**src/rtl/duty_counter.sv**
```systemverilog
// Measures high-time and period of sig_i and hands them to the divider as count/dsor.
// Edge-to-sample latency SYNC_STAGES+2 clocks; a complete period is dropped while the divider is busy.
module duty_counter #(
  parameter int WIDTH       = 19,
  parameter int SYNC_STAGES = 2
) (
  input  logic             clk,
  input  logic             RST,
  input  logic             en,
  input  logic             sig_i,
  input  logic             div_done,
  output logic             sample,
  output logic [WIDTH-1:0] count,
  output logic [WIDTH-1:0] dsor,
  output logic             overflow,
  output logic             dropped
);

  typedef enum logic [1:0] {IDLE, ARM, MEAS} state_t;

  localparam logic [WIDTH-1:0] CNT_MAX = '1;

  logic [SYNC_STAGES-1:0] sync_q;
  logic                   sig_s;
  logic                   sig_q;
  logic                   rise_q;
  logic                   busy;
  logic                   free;
  logic [WIDTH-1:0]       per_cnt;
  logic [WIDTH-1:0]       hi_cnt;
  state_t                 state_q;
  state_t                 state_d;
  logic                   do_clear;
  logic                   do_load;
  logic                   do_count;
  logic                   do_report;
  logic                   do_drop;
  logic                   do_ovf;

  assign sig_s = sync_q[SYNC_STAGES-1];
  // A done arriving with the completing edge frees the divider in time for this report.
  assign free  = ~busy | div_done;

  always_ff @(posedge clk or negedge RST) begin
    if (!RST) begin
      sync_q <= '0;
      sig_q  <= 1'b0;
      rise_q <= 1'b0;
    end else begin
      sync_q <= {sync_q[SYNC_STAGES-2:0], sig_i};
      sig_q  <= sig_s;
      rise_q <= sig_s & ~sig_q;
    end
  end

  always_ff @(posedge clk or negedge RST) begin
    if (!RST) begin
      state_q <= IDLE;
    end else begin
      state_q <= state_d;
    end
  end

  always_comb begin
    state_d = state_q;
    if (!en) begin
      state_d = IDLE;
    end else begin
      case (state_q)
        IDLE:    state_d = ARM;
        ARM:     if (rise_q) state_d = MEAS;
        MEAS:    if (!rise_q && per_cnt == CNT_MAX) state_d = ARM;
        default: state_d = IDLE;
      endcase
    end
  end

  always_comb begin
    do_clear  = 1'b0;
    do_load   = 1'b0;
    do_count  = 1'b0;
    do_report = 1'b0;
    do_drop   = 1'b0;
    do_ovf    = 1'b0;
    case (state_q)
      IDLE: do_clear = 1'b1;
      ARM:  do_load  = en & rise_q;
      MEAS: begin
        if (en) begin
          if (rise_q) begin
            do_load   = 1'b1;
            do_report = free;
            do_drop   = ~free;
          end else if (per_cnt == CNT_MAX) begin
            do_ovf = 1'b1;
          end else begin
            do_count = 1'b1;
          end
        end
      end
      default: do_clear = 1'b1;
    endcase
  end

  // sig_q is aligned with rise_q, so hi_cnt covers exactly the same cycles as per_cnt.
  always_ff @(posedge clk or negedge RST) begin
    if (!RST) begin
      per_cnt <= '0;
      hi_cnt  <= '0;
    end else if (do_clear) begin
      per_cnt <= '0;
      hi_cnt  <= '0;
    end else if (do_load) begin
      per_cnt <= {{(WIDTH-1){1'b0}}, 1'b1};
      hi_cnt  <= {{(WIDTH-1){1'b0}}, 1'b1};
    end else if (do_count) begin
      per_cnt <= per_cnt + 1'b1;
      if (sig_q) hi_cnt <= hi_cnt + 1'b1;
    end
  end

  always_ff @(posedge clk or negedge RST) begin
    if (!RST) begin
      sample   <= 1'b0;
      dropped  <= 1'b0;
      overflow <= 1'b0;
      count    <= '0;
      dsor     <= '0;
      busy     <= 1'b0;
    end else begin
      sample   <= do_report;
      dropped  <= do_drop;
      overflow <= do_ovf;
      if (do_report) begin
        count <= hi_cnt;
        dsor  <= per_cnt;
      end
      if (do_report) busy <= 1'b1;
      else if (div_done) busy <= 1'b0;
    end
  end

endmodule

```
**config.mk**
```make
export PLATFORM = sky130hd
export DESIGN_NAME = duty_counter
export DESIGN_NICKNAME = d
export VERILOG_FILES = /design/src/rtl/duty_counter.sv
export SDC_FILE = /design/constraint.sdc
export NUM_CORES = 1
export LEC_CHECK = 0
export CAP_MARGIN = 20
export CORE_ASPECT_RATIO = 1.4
export CORE_MARGIN = 2
export CORE_UTILIZATION = 30
export CTS_BUF_LIST = sky130_fd_sc_hd__clkbuf_8
export DETAILED_ROUTE_END_ITERATION = 8
export GPL_TIMING_DRIVEN = 0
export PLACE_DENSITY = 0.59
export SLEW_MARGIN = 25
export SYNTH_ARGS = -nofsm -noshare
export SYNTH_HDL_FRONTEND = slang
export SYNTH_SLANG_ARGS = --single-unit
```
**constraint.sdc**
```tcl
create_clock -name clk -period 4.32 [get_ports clk]
set_input_delay 0.432 -clock clk [delete_from_list [all_inputs] [get_ports clk]]
set_output_delay 0.432 -clock clk [all_outputs]
set_load 0.05 [all_outputs]
```
==> metrics.md <==
| Metric | Value |
|---|---|
| Post-synthesis average cell area | `11.6 sq um` |
| Total clock sinks | `86` |
| Final Hold Viols | `0` |
| Leakage | `0.00206 uW` |
| Startpoint types | `flop` |
| Headroom to the max-slew limit | `54.0%` |
| Post-synthesis cell type count | `45` |
| Final period utilization | `57.1%` |
| Top cells by instance count after synthesis | `sky130_fd_sc_hd__dfrtp_1, sky130_fd_sc_hd__mux2_2, sky130_fd_sc_hd__nor2_1` |
| Detailed placer's ending HPWL | `5.99 mm` |
| Area grow syn2layout | `22.3%` |
| Post-detailed-route wirelength per cell | `14.9 microns` |
| Gate count of the mapped netlist | `338` |
| Worst path required time | `4.56 ns` |
| Overall power consumption | `1750 uW` |
| Clock power share | `32.7%` |
| Initial detailed-routing violation count | `71` |
| Number of pins exceeding their max-slew limit in the final report | `0` |
| # DRC | `0` |
| Minimum period implied by the final worst setup slack | `2.47 ns` |
| Power per unit of standard cell area | `366 nW/um^2` |
| Syn Std Cell Area | `3920 sq um` |
| Final cell count without fillers | `553` |
| Classification of the worst setup path | `reg2reg` |
| Chip height | `139 microns` |
| Sequential share of power | `48.9%` |
| Via Count | `2729` |
| Number of cell rows | `49` |
| First-pass detailed-route iteration total | `4` |
| Hold Path Class | `reg2reg` |
| Aggregate global routing overflow | `0` |
| Post-layout instance area | `4790 sq um` |
| Power spent charging and discharging nets | `522 uW` |
| Cell with the most instances after synthesis | `sky130_fd_sc_hd__dfrtp_1` |
| Share of flip-flops with an asynchronous set or reset | `100%` |
| Synthesized netlist net count | `348` |
| Setup skew after layout | `0.0115 ns` |
| Post-CTS setup buffer count | `0` |
| Worst-path maximum fanout | `10` |
| Count of boundary I/O pins | `46` |
| Arrival time reported for the critical path endpoint | `2.71 ns` |
| DP Area | `4580 sq um` |
| Antenna Violating Nets Remaining | `0` |
| Predominant post-synthesis flop cell | `sky130_fd_sc_hd__dfrtp_1` |
| Global-route usage over all layers | `12.9%` |
| Port Buffers | `44` |
| Area of the core | `12800 sq um` |
| Final weighted congestion in routability-driven placement | `0.846` |
| Via/cell ratio | `4.93` |
| Diode count | `0` |
| Highest achievable clock rate | `405 MHz` |
| Power Internal | `1230 uW` |
| Final Hold Slack | `0.351 ns` |
| Proportion of total power due to net switching | `29.7%` |
| Clock transition at the register clock pins on the worst setup and hold paths after CTS | `0.08 ns` |
| Final setup violation count | `0` |
| Maximum capacitance violations | `0` |
| Total Routed Length | `8.24 mm` |
| RSZ-0062 raised after global routing | `false` |
| Antenna violations before repair | `0` |
| Maximum number of pins on one net before global-route repair | `65` |
| Cell chosen for the clock root | `sky130_fd_sc_hd__clkbuf_8` |
| Via count of the first global-routing pass | `2861` |
| Starting Density | `30.6%` |
| Slew @ Worst Pin | `0.685 ns` |
| Flip-flop and latch count after synthesis | `86` |
| Clock buffers created by TritonCTS | `9` |
| Wire length of the first global-routing pass | `14.3 mm` |
| Fin util | `37.4%` |
| Status | `finished clean` |
| Max rail drop VDD | `0.000135 V` |
| Combinational power share | `18.5%` |
| Die boundary width | `101 microns` |
| PostCTS Resize Cnt | `0` |
| Nature of the critical path endpoint | `flop` |
| Maximum clock path buffer count | `2` |
| Post-synth EDFFs | `0` |
| Clock insertion delay at the later pin of the skew report | `0.36 ns` |
| Number of placed instances with taps included | `536` |
| Total Nets Final | `405` |
| Share of synthesized area occupied by flip-flops and latches | `55.0%` |
| Number of warnings issued by yosys | `0` |
| CTS tree | `built` |
| Total die area | `14000 sq um` |
| Synth top area cells | `sky130_fd_sc_hd__dfrtp_1, sky130_fd_sc_hd__mux2_2, sky130_fd_sc_hd__xnor2_1, sky130_fd_sc_hd__nor2_1, sky130_fd_sc_hd__xor2_1` |
| Ratio of cells with drive above 1 in the final layout | `17.8%` |
| Leading area contributor after synthesis | `sky130_fd_sc_hd__dfrtp_1` |
| Proportion of netlist area held by the largest area contributor | `55.0%` |
| H-tree depth | `3` |
[cell families after synthesis]
| logic type | after synthesis | share of synthesized area [%] |
|---|---|---|
| adders and majority gates | 5 | 1.60 |
| and+or+nand+nor | 106 | 14.4 |
| AOI/OAI and AO/OA | 47 | 7.86 |
| buffers and inverters | 24 | 2.91 |
| xor gates and xnor gates | 28 | 6.26 |
| muxes | 42 | 12.0 |
| DFF | 86 | 55.0 |
[critical path, cell delays in order (launching register included)]
cell and delay [ns]:
sky130_fd_sc_hd__dfrtp_1 0.45, sky130_fd_sc_hd__ha_1 0.20, sky130_fd_sc_hd__nand3_1 0.25, sky130_fd_sc_hd__nor2_1 0.59, sky130_fd_sc_hd__buf_2 0.35, sky130_fd_sc_hd__nand2_1 0.13, sky130_fd_sc_hd__a221oi_1 0.30, sky130_fd_sc_hd__a21oi_1 0.07
[what timing repair did]
action                                 CTS  global route
endpoints found under the hold margin   22             0
hold buffers                             1             0
setup endpoints to repair                0             0
[power by group through the flow]
stage	logic (uW)	clock network (uW)	registers, uW
finish	324	573	858
global route	357	636	863
CTS	332	600	858
detailed placement	330	0	874
global placement	320	0	873
floorplan	189	0	898
[state kept, by name (all words and copies together), names as in the netlist]
register / flops
sync_q: 2
state_q: 2
dropped: 1
rise_q: 1
busy: 1
hi_cnt: 19
per_cnt: 19
count: 19
dsor: 19
sig_q: 1
overflow: 1
sample: 1
[layout by cell type, fill, tap and decap left out, types with 4 or more instances in the layout]
master	synthesis	final
sky130_fd_sc_hd__nand2_1	15	15
sky130_fd_sc_hd__o21ai_0	7	7
sky130_fd_sc_hd__and2_1	5	5
sky130_fd_sc_hd__clkbuf_1	4	4
sky130_fd_sc_hd__ha_1	5	5
sky130_fd_sc_hd__mux2_2	40	40
sky130_fd_sc_hd__dfrtp_1	86	86
sky130_fd_sc_hd__nor2_1	35	35
sky130_fd_sc_hd__or3_1	5	5
sky130_fd_sc_hd__clkdlybuf4s50_1	0	43
sky130_fd_sc_hd__o2111ai_1	4	4
sky130_fd_sc_hd__o211ai_1	4	4
sky130_fd_sc_hd__a211oi_1	7	7
sky130_fd_sc_hd__nand3_1	12	12
sky130_fd_sc_hd__a21oi_1	17	17
sky130_fd_sc_hd__xnor2_1	16	16
sky130_fd_sc_hd__buf_2	4	4
sky130_fd_sc_hd__nand4_1	9	9
sky130_fd_sc_hd__clkbuf_8	0	11
sky130_fd_sc_hd__xor2_1	12	12
sky130_fd_sc_hd__inv_1	9	11
[path summary, 6_finish.rpt]
kind	end	slack, ns	start	depth (start not counted)
max	state_q[1]$_DFFE_PN0P_	1.85	per_cnt[0]$_DFFE_PN0P_	7
min	sync_q[1]$_DFF_PN0_	0.35	sync_q[0]$_DFF_PN0_	0
max reg2reg	state_q[1]$_DFFE_PN0P_	1.85	per_cnt[0]$_DFFE_PN0P_	7
min reg2reg	sync_q[1]$_DFF_PN0_	0.35	sync_q[0]$_DFF_PN0_	0
max in group asynchronous	per_cnt[2]$_DFFE_PN0P_	3.26	RST	3
min in group asynchronous	count[4]$_DFFE_PN0P_	0.50	RST	2
[stage by stage]
stage	TNS, ns	setup slack (ns)
after CTS	0	1.81
after detailed placement	0	1.86
final	0	1.85
after global routing	0	1.63
after floorplan	0	2.31
after global placement	-26.96	-0.321
[metal layers]
layer / global-route usage (%) / vias up / wire (microns)
met2: 21.9 / 48 / 4190
met1: 15.5 / 1343 / 3610
met4: 5.70 / 0 / 208
met5: 0 / - / 0
met3: 2.67 / 17 / 233
li1: - / 1321 / -
[layout make-up]
class	instances	area [sq um]
sequential	86	2150
inverter	9	33.8
buffer	15	80.1
clock inverter	5	50.0
fill	1233	8030
timing repair buffer	46	479
tap	153	191
multi-input combinational	228	1650
clock buffer	11	151
Power figures use the tool's default switching activity.
